### src/rtl/jt7759_rom_arb.sv
// Two-channel sample-ROM arbiter for dual JT7759 boards: one cached word per channel,
// round-robin on misses, channel index drives the ROM bank bit.
//
// state  | meaning
// IDLE   | no fetch in flight; grant a pending miss or keep rom_cs low
// SETTLE | address just issued; rom_ok may still refer to the old address
// WAIT   | waiting for rom_ok; data lands in the granted channel's cache
module jt7759_rom_arb #(
  parameter int AW = 17,
  parameter int DW = 8
) (
  input  logic          clk,
  input  logic          rstn,
  input  logic          ch0_cs,
  input  logic [AW-1:0] ch0_addr,
  input  logic          ch0_flush,
  output logic [DW-1:0] ch0_data,
  output logic          ch0_ok,
  input  logic          ch1_cs,
  input  logic [AW-1:0] ch1_addr,
  input  logic          ch1_flush,
  output logic [DW-1:0] ch1_data,
  output logic          ch1_ok,
  output logic          rom_cs,
  output logic [AW:0]   rom_addr,
  input  logic [DW-1:0] rom_data,
  input  logic          rom_ok
);

  typedef enum logic [1:0] {IDLE, SETTLE, WAIT} state_t;

  state_t              state;
  logic                rr;
  logic                gnt;
  logic                discard;
  logic [1:0]          valid;
  logic [1:0][AW-1:0]  tag;
  logic [1:0][DW-1:0]  data;
  logic [1:0]          ok;

  logic [1:0]          cs;
  logic [1:0]          flush;
  logic [1:0][AW-1:0]  ch_addr;
  logic [1:0]          hit;
  logic [1:0]          pend;
  logic                gsel;
  logic                fill;

  assign cs      = {ch1_cs, ch0_cs};
  assign flush   = {ch1_flush, ch0_flush};
  assign ch_addr = {ch1_addr, ch0_addr};

  always_comb begin
    hit = '0;
    for (int n = 0; n < 2; n++)
      hit[n] = valid[n] && (tag[n] == ch_addr[n]);
  end

  assign pend = cs & ~hit;
  assign gsel = (pend[0] && pend[1]) ? rr : pend[1];
  // A flush arriving on the very edge the data returns still wins over the fill
  assign fill = (state == WAIT) && rom_ok && !discard && !flush[gnt];

  always_ff @(posedge clk or negedge rstn) begin
    if (!rstn) begin
      valid <= '0;
      tag   <= '0;
      data  <= '0;
      ok    <= '0;
    end else begin
      for (int n = 0; n < 2; n++) begin
        ok[n] <= cs[n] && hit[n];
        if (flush[n]) begin
          valid[n] <= 1'b0;
        end else if (fill && (gnt == n[0])) begin
          valid[n] <= 1'b1;
          tag[n]   <= rom_addr[AW-1:0];
          data[n]  <= rom_data;
        end
      end
    end
  end

  always_ff @(posedge clk or negedge rstn) begin
    if (!rstn) begin
      state    <= IDLE;
      rom_cs   <= 1'b0;
      rom_addr <= '0;
      rr       <= 1'b0;
      gnt      <= 1'b0;
      discard  <= 1'b0;
    end else begin
      case (state)
        IDLE: begin
          if (|pend) begin
            rom_addr <= {gsel, ch_addr[gsel]};
            rom_cs   <= 1'b1;
            gnt      <= gsel;
            rr       <= ~gsel;
            discard  <= 1'b0;
            state    <= SETTLE;
          end else begin
            rom_cs <= 1'b0;
          end
        end
        SETTLE: begin
          if (flush[gnt]) discard <= 1'b1;
          state <= WAIT;
        end
        WAIT: begin
          if (flush[gnt]) discard <= 1'b1;
          if (rom_ok) begin
            rom_cs <= 1'b0;
            state  <= IDLE;
          end
        end
        default: state <= IDLE;
      endcase
    end
  end

  assign ch0_data = data[0];
  assign ch1_data = data[1];
  assign ch0_ok   = ok[0];
  assign ch1_ok   = ok[1];

endmodule
### config.mk
export PLATFORM = sky130hd
export DESIGN_NAME = jt7759_rom_arb
export DESIGN_NICKNAME = d
export VERILOG_FILES = /design/src/rtl/jt7759_rom_arb.sv
export SDC_FILE = /design/constraint.sdc
export NUM_CORES = 1
export LEC_CHECK = 0
export BUFFER_PORTS_ARGS = -buffer_cell sky130_fd_sc_hd__clkbuf_2
export CAP_MARGIN = 20
export CORE_ASPECT_RATIO = 1.75
export CORE_MARGIN = 4
export CORE_UTILIZATION = 55
export DETAILED_ROUTE_END_ITERATION = 10
export HOLD_SLACK_MARGIN = 0.03
export PLACE_DENSITY = 0.87
export SYNTH_ARGS = -nofsm -noshare
export SYNTH_HDL_FRONTEND = slang
export SYNTH_SLANG_ARGS = --single-unit
### constraint.sdc
create_clock -name clk -period 3.6 [get_ports clk]
set_input_delay 1.08 -clock clk [delete_from_list [all_inputs] [get_ports clk]]
set_output_delay 1.08 -clock clk [all_outputs]
set_load 0.02 [all_outputs]
==> After elaboration in Yosys (flattened, before gate mapping) <==
Index checks and enable logic that the tools add are counted.
{ "totals": {"regBits": 78, "word_cells": 71, "in_bits": 49, "output_inout_bits": 37} }
{ "op_classes": {"n_eq_ne": 7, "bitwise": 6, "n_lt_le_gt_ge": 2, "reduce_logical": 25, "mux": 18} }
{ "ops": {"columns": ["op", "n"], "rows": [
  ["$eq 17x17->1", 2],
  ["$mux 17", 2],
  ["$mux 1", 11],
  ["$logic_and 1x1->1", 10],
  ["$reduce_and 2->1", 5],
  ["$reduce_bool 2->1", 4],
  ["$pmux 2 s3", 1],
  ["$lt 1x2->1 const B", 2],
  ["$mux 2", 2],
  ["$ne 2x2->1 const B", 2],
  ["$not 1->1", 4],
  ["$pmux 1 s2", 2],
  ["$reduce_or 2->1", 2],
  ["$reduce_and 3->1", 1],
  ["$and 2x2->2", 1],
  ["$eq 2x1->1 const B", 1],
  ["$eq 2x2->1 const B", 1],
  ["$logic_not 1->1", 2],
  ["$logic_not 2->1", 1],
  ["$ne 2x1->1 const B", 1],
  ["$not 2->2", 1]
]} }

==> Depth between registers and ports, before layout <==
Gate-level depths: netlist of the first run.
{ "logic_depth": {"ltp_word": 8, "depth_mapped": 8, "depth_no_buf": 6} }

==> Worst setup path before layout of the first run <==
No wires, ideal clock.
{ "synth_path": {"kind": "input port to flip-flop", "startpoint": "in ch1_addr[2]", "endpoint": "reg rom_cs", "setup_slack_ns": 1.032, "path_buffers": 1, "setup_ns": 0.124, "required_ns": 3.476, "t_arrival_ns": 2.444, "path_stages": 7, "path_cell_list": "xnor2_1 -> nand4_1 -> nor3_2 -> a41oi_4 -> or2_4 -> buf_6 -> o31a_1"} }
{ "synth_between": {"elab_chain_len": 7} }
{ "synth_lines": {"columns": ["item", "line_no", "text"], "rows": [
  ["from (decl)", "20", "input logic [AW-1:0] ch1_addr,"],
  ["$eq 17x17->1", "56", "hit[n] = valid[n] && (tag[n] == ch_addr[n]);"],
  ["$logic_and 1x1->1", "56", null],
  ["$not 2->2", "59", "assign pend = cs & ~hit;"],
  ["$and 2x2->2", "59", null],
  ["$reduce_or 2->1", "95", "if (|pend) begin"],
  ["$mux 1", "95", null],
  ["$pmux 1 s2", "93", "case (state)"],
  ["to (signal assigned)", "87", "rom_cs <= 1'b0;"],
  ["to (signal assigned)", "97", "rom_cs <= 1'b1;"],
  ["to (signal assigned)", "103", "rom_cs <= 1'b0;"],
  ["to (decl)", "24", "output logic rom_cs,"]
]} }
Every way passes these cells.
A chain may end at the register's enable or synchronous reset.

==> Worst setup path after layout of the first run <==
{ "layout_path": {"startpoint": "in ch1_addr[4]", "endpoint": "reg rom_addr[7]"} }
{ "layout_between": {"elab_chain_len": 8, "elab_cells_between_ends": 10, "cone_classes": "1 x eq/ne; 3 x mux; 2 x bitwise; 4 x reduce/logical"} }
{ "layout_lines": {"columns": ["item", "line_no", "text"], "rows": [
  ["$eq 17x17->1 *", "56", null],
  ["$logic_and 1x1->1 *", "56", null],
  ["$not 2->2 *", "59", null],
  ["$and 2x2->2 *", "59", null],
  ["$logic_and 1x1->1", "60", "assign gsel = (pend[0] && pend[1]) ? rr : pend[1];"],
  ["$mux 1", "60", null],
  ["$mux 17 (implied by the code) (2 in a row)", "96", "rom_addr <= {gsel, ch_addr[gsel]};"],
  ["to (signal assigned)", "96", null],
  ["to (decl)", "25", "output logic [AW:0] rom_addr,"]
]} }
Every way passes the cells marked *; elsewhere a longest branch is shown, timed or not. The select of a mux whose other input is x is not followed.

==> metrics.cfg, run 1 <==
[timing]
timing.final.crit_share_pct = 79.8
report.final.slew_viol_count = 0
timing.final.setup_violations = 0
fin_skew_ns = 0.00548
post_layout_min_period_ns = 2.87
timing_worst_slew_pin_value_ns = 1.11
final.setup.tns_ns = 0
achievable-frequency_mhz = 348
timing.final.hold_violations = 0
relSlewSlack_pct = 26.2
setup_repair_after_global_routing_missed_its_margin = false

[route]
vias_per_cell = 6.25
num_vias = 3062
average_routed_wire_per_standard_cell_um = 20.1
totalWireLength_um = 9870
drt-pass1-iter-count = 5
antenna_left = 0
number_of_violations_reported_at_the_end_of_detailed_routing_iteration_0 = 256
post_detailed_route_drc_marker_count = 0

[finish]
fin_cells = 490
mostFrequentLayoutCell = clkbuf_2
design.final.nets = 455
syn_to_final_growth_pct = 21.0
antenna_cells = 0
highest_count_cells_in_the_layout_ignoring_fill_and_taps = clkbuf_2 (84), dfrtp_1 (77), mux2_2 (53), xnor2_1 (31), nor3_1 (20)
post_route_cells_drive_above_1_share_pct = 41.7
fillerInstances = 495

[global_route]
globalRouteTotalUtil_pct = 24.7
grt_antenna_before_repair = 0
overflow_left_after_global_routing = 0
grt_first_pass_wirelength_um = 15900
grt_start_max_net_pins = 78
first_global_vias = 3260

[power_and_ir_drop]
worst_vdd_ir_uv = 596
finalPower_mw = 4.12
p_per_area_nw_per_um2 = 905
total_leakage_power_nw = 2.09

[cts]
cts_post_setup_buffers_inserted = 0
postCtsResizedCells = 0
clock_sinks = 77
clkSlewWorstSetupHoldPaths_ns = 0.06
cts_max_path_buffers = 2
clk_latency_ns = 0.34
number_of_buffers_inserted_during_clock_tree_synthesis = 9
root_buffer = clkbuf_16
htree_num_levels = 3
ctsHoldBuffers = 0
clock_tree_from_tritoncts = yes

[setup_path]
critical_path_buf_inv_count = 2
worstReg2RegStart = tag[21]
critical_path.max_stage_delay_ns = 0.47
arrival_ns = 3.14
cpMaxStageDelayCell = a21o_1
critPathTopFamily = compound AO/OA/AOI/OAI gates
crit_required_ns = 3.87
cp-startpoint = ch1_addr[4]
cp_class = in2reg
cp_max_fo = 15
startpoint_type = input pin
cp-end-kind = register
cp_cell_sequence = clkbuf_2 -> xnor2_1 -> nand4_1 -> nor3_1 -> a21o_1 -> buf_4 -> o21ai_0 -> a31oi_1

[place]
dp_cells = 474
place_hpwl_um = 7000
port_buffers = 85
gp_routability_congestion = 0.853

[outcome]
outcome = complete, no violations

[logic_synthesis]
yosysWarningCount = 0
synth_seq_area_share_pct = 51.1
post_synth_instance_area_um2 = 3770
ys_types = 39
syn-mean-instance-area_um2 = 11.9
number_of_register_bits_inferred_by_synthesis = 77
post_synth_inst_count = 316
synth_fp_nets = 368

[floorplanning]
i_o_pin_total = 86
start_util_pct = 57.2
fp.dieArea_um2 = 8290
dieWidth_um = 70.6
fp.coreArea_um2 = 6590
floorplan.rows = 39
die_height_um = 118

[worst_hold_path]
hp-class = reg2reg
hold_path.startpoint = ch0_data[1]

[flow_run]
max-cap-violations = 0

## flip-flops by register name, indices dropped and copies added (netlist names)
register	cells
ch0_data	8
ch1_data	8
discard	1
ok	2
rom_addr	18
rom_cs	1
rr	1
state	2
tag	34
valid	2
## through the flow
step	hold slack [ns]	setup slack (ns)	cell area, µm²	util (%)
after floorplan	0.489	1.03	3770	-
after global placement	0.488	0.534	4270	64.8
after detailed placement	0.495	0.509	4270	64.8
after CTS	0.507	0.843	4560	69.2
after global routing	0.525	0.643	4560	69.2
final	0.503	0.727	4560	69.2
## per-layer routing
metal	track usage, %	share of wire [%]	routed length [µm]	up-vias
met5	0	0	0	-
met4	15.5	5.5	541	0
met3	7.01	7.1	699	52
met2	41.5	52	5180	173
met1	26.6	35	3450	1510
li1	-	-	-	1327
## cell type report
class	count	area (µm²)	share of cell area [%]
Clock buffer	16	292	6.39
Inverter	7	26.3	0.576
Multi-Input combinational cell	216	1730	38.0
Sequential cell	77	1930	42.3
Tap cell	82	103	2.25
Timing Repair Buffer	92	480	10.5
## cells by family after synthesis
kind of cell | synth area share, %
buffers and inverters | 3.09
AND/OR/NAND/NOR | 11.6
flip-flops | 51.1
XOR/XNOR | 8.10
multiplexers | 15.8
adder cells (fa/ha/maj) | 0.996
AO/OA/AOI/OAI | 9.26
## worst register-to-register path, stage by stage, from the launching register on
cell,delay (ns)
dfrtp_1,0.38
xnor2_1,0.37
nand4_1,0.15
nor3_1,0.42
a21o_1,0.47
buf_4,0.23
o21ai_0,0.12
a31oi_1,0.21
## synth_stat cells, drive strengths merged
cell,count,area [µm²]
nand3,18,90.1
mux2,53,597
nand3b,1,7.51
nor2b,1,6.26
o31a,1,8.76
a21oi,5,28.8
nor2,3,11.3
nand2,7,26.3
and3,2,12.5
o22a,1,8.76
and4,1,8.76
buf,12,75.1
a211oi,1,12.5
dfrtp,77,1930
or2,1,8.76
xor2,2,17.5
a31oi,20,131
clkbuf,4,15.0
nor3b,2,25.0
a211o,1,8.76
or3,1,6.26
a41oi,1,27.5
nand4,12,75.1
a21o,3,22.5
o21ai,20,100
xnor2,32,288
ha,3,37.5
nor3,22,120
inv,7,26.3
nor4b,2,38.8
## path summary, 6_finish.rpt
check | cells past startpoint | slack (ns) | endpoint
min | 1 | 0.50 | ch0_data[1]
min reg2reg | 1 | 0.50 | ch0_data[1]
max | 8 | 0.73 | rom_addr[7]
min in group asynchronous | 1 | 0.87 | ch0_data[6]
max in group asynchronous | 1 | 2.09 | rom_addr[11]
max reg2reg | 7 | 1.16 | rom_addr[7]
## power breakdown
part | total [mW] | internal (mW) | switching [mW]
clock | 0.888 | 0.543 | 0.344
combinational | 1.64 | 0.710 | 0.926
sequential | 1.60 | 1.28 | 0.323
total | 4.12 | 2.53 | 1.59
Note: power is estimated with default switching activity, not from simulation.
==> run 2, diff against run 1 <==
--- a/config.mk
+++ b/config.mk
@@ -9,10 +9,10 @@
 export CAP_MARGIN = 20
 export CORE_ASPECT_RATIO = 1.75
 export CORE_MARGIN = 4
-export CORE_UTILIZATION = 55
+export CORE_UTILIZATION = 49
 export DETAILED_ROUTE_END_ITERATION = 10
 export HOLD_SLACK_MARGIN = 0.03
-export PLACE_DENSITY = 0.87
+export PLACE_DENSITY = 0.82
 export SYNTH_ARGS = -nofsm -noshare
 export SYNTH_HDL_FRONTEND = slang
 export SYNTH_SLANG_ARGS = --single-unit
==> constraint.sdc (replaced) <==
create_clock -name clk -period 2.55 [get_ports clk]
set_input_delay 0.765 -clock clk [delete_from_list [all_inputs] [get_ports clk]]
set_output_delay 0.765 -clock clk [all_outputs]
set_load 0.02 [all_outputs]
==> run 2 against run 1 <==
Against the previous run: flip-flop and latch count stayed put; total power up 42%; sequential share of layout area shrank 0.94 points; design area rose by 2.3%; critical path depth is the same; highest routed layer unchanged.
==> metrics.cfg, run 2 (same netlist as run 1, synthesis figures left out) <==
[route]
num_vias = 3033  ; was 3062
totalWireLength_um = 10000  ; was 9870 µm
antenna_left = 0  ; unchanged
number_of_violations_reported_at_the_end_of_detailed_routing_iteration_0 = 245  ; was 256
post_detailed_route_drc_marker_count = 0  ; unchanged
average_routed_wire_per_standard_cell_um = 19.9  ; was 20.1 µm
drt-pass1-iter-count = 4  ; was 5
vias_per_cell = 6.02  ; was 6.25

[cts]
cts_post_setup_buffers_inserted = 0  ; unchanged
clock_tree_from_tritoncts = yes  ; unchanged
htree_num_levels = 3  ; unchanged
root_buffer = clkbuf_16  ; unchanged
cts_max_path_buffers = 2  ; unchanged
ctsHoldBuffers = 0  ; unchanged
postCtsResizedCells = 0  ; unchanged
number_of_buffers_inserted_during_clock_tree_synthesis = 9  ; unchanged
clkSlewWorstSetupHoldPaths_ns = 0.06  ; about the same
clock_sinks = 77  ; unchanged
clk_latency_ns = 0.34  ; about the same

[power_and_ir_drop]
power.combinational.fraction_pct = 40.6  ; was 39.7%
power.switching_mw = 2.27  ; was 1.59 mW
power_frac_clock_pct = 20.5  ; was 21.5%
total_leakage_power_nw = 2.15  ; was 2.09 nW
p_int_mw = 3.58  ; was 2.53 mW
reg_power_share_pct = 38.9  ; was 38.8%
worst_vdd_ir_uv = 561  ; was 596 µV
netSwitchingFraction_pct = 38.8  ; was 38.6%
p_per_area_nw_per_um2 = 1250  ; was 905 nW/µm²

[place]
dp_cells = 488  ; was 474
port_buffers = 85  ; unchanged
place_hpwl_um = 7440  ; was 7000 µm
gp_routability_congestion = 0.936  ; was 0.853

[finish]
top_registers = tag: 34 flops, rom_addr: 18 flops  ; unchanged
largest_register_ff_count = 34  ; unchanged
mostFrequentLayoutCell = clkbuf_2  ; unchanged
syn_to_final_growth_pct = 23.7  ; was 21.0%
registers.top_by_ff_count = tag  ; unchanged
highest_count_cells_in_the_layout_ignoring_fill_and_taps = clkbuf_2 (84), dfrtp_1 (77), mux2_2 (53), xnor2_1 (31), nor3_1 (20)  ; unchanged
design.final.nets = 463  ; was 455
post_route_cells_drive_above_1_share_pct = 43.5  ; was 41.7%
antenna_cells = 0  ; unchanged
fin_cells = 504  ; was 490

[outcome]
outcome = complete, no violations  ; unchanged

[floorplanning]
fp.coreArea_um2 = 7510  ; was 6590 µm²
start_util_pct = 50.1  ; was 57.2%
dieWidth_um = 74.3  ; was 70.6 µm
floorplan.rows = 42  ; was 39
die_height_um = 124  ; was 118 µm
fp.dieArea_um2 = 9210  ; was 8290 µm²
i_o_pin_total = 86  ; unchanged

[setup_path]
crit_required_ns = 2.81  ; was 3.87 ns
arrival_ns = 2.57  ; was 3.14 ns
cp_max_fo = 10  ; was 15
startpoint_type = input pin  ; unchanged
cp-end-kind = register  ; unchanged
cp_class = in2reg  ; unchanged

[timing]
final.setup.tns_ns = 0  ; unchanged
setup_repair_after_global_routing_missed_its_margin = false  ; unchanged
report.final.slew_viol_count = 0  ; unchanged
post_layout_min_period_ns = 2.32
achievable-frequency_mhz = 432
timing.final.setup_violations = 0  ; unchanged
relSlewSlack_pct = 51.1  ; was 26.2%
timing.final.hold_violations = 0  ; unchanged
timing_worst_slew_pin_value_ns = 0.733  ; was 1.11 ns
fin_skew_ns = 0.00634  ; was 0.00548 ns
timing.final.crit_share_pct = 90.9

[global_route]
globalRouteTotalUtil_pct = 23.6  ; was 24.7%
first_global_vias = 3297  ; was 3260
grt_antenna_before_repair = 0  ; unchanged
grt_first_pass_wirelength_um = 16100  ; was 15900 µm
overflow_left_after_global_routing = 0  ; unchanged
grt_start_max_net_pins = 49  ; was 78

[worst_hold_path]
hp-class = in2async  ; was reg2reg

[flow_run]
max-cap-violations = 0  ; unchanged

## run 2: path summary, 6_finish.rpt
check,from,endpoint,slack (ns),cells past startpoint
min reg2reg,ch1_data[4],ch1_data[4],0.50,1
min in group clk,ch1_data[4],ch1_data[4],0.50,1
min,rstn,ok[0],0.35,1
max in group asynchronous,rstn,tag[23],1.62,2
max,ch1_addr[4],rom_addr[6],0.23,8
max reg2reg,tag[21],rom_addr[6],0.35,7
## run 2: final cells by class
type	instances	area, µm²
multi-input cells	216	1730
well taps	88	110
fillers	596	2850
inverters	7	26.3
clock buffers	11	253
repair buffers	100	591
flip-flops and latches	77	1930
clock inverters	5	25.0
## run 2: per-layer routing
layer | share of wire [%] | up-vias | track usage (%) | wire [µm]
met3 | 5.2 | 46 | 5.33 | 519
met5 | 0 | - | 0 | 0
met1 | 37 | 1511 | 25.4 | 3670
met2 | 52 | 126 | 40.0 | 5210
met4 | 6.2 | 0 | 16.0 | 618
li1 | - | 1350 | - | -
## run 2: metrics by stage
step	setup slack [ns]	util (%)	instance area (µm²)	hold slack [ns]	power [mW]
final	0.233	62.1	4660	0.346	5.85
after global routing	0.203	62.1	4660	0.373	6.16
after CTS	0.316	62.1	4660	0.361	5.84
after detailed placement	-0.0650	58.4	4390	0.492	4.63
after global placement	0.0299	58.4	4390	0.488	4.51
after floorplan	0.297	-	3770	0.469	3.80
## run 2: worst max-delay path, cell delays in order
cell	delay [ns]
clkbuf_2	0.10
xnor2_1	0.31
nand4_1	0.15
nor3_1	0.43
a21o_1	0.32
buf_4	0.22
o21ai_0	0.11
a31oi_1	0.18
## run 2: power groups by stage
stage / Combinational, mW / Clock [mW] / Sequential, mW
finish: 2.37 / 1.20 / 2.27
global route: 2.56 / 1.27 / 2.34
CTS: 2.37 / 1.21 / 2.26
detailed placement: 2.36 / 0 / 2.27
global placement: 2.29 / 0 / 2.22
floorplan: 1.31 / 0 / 2.48
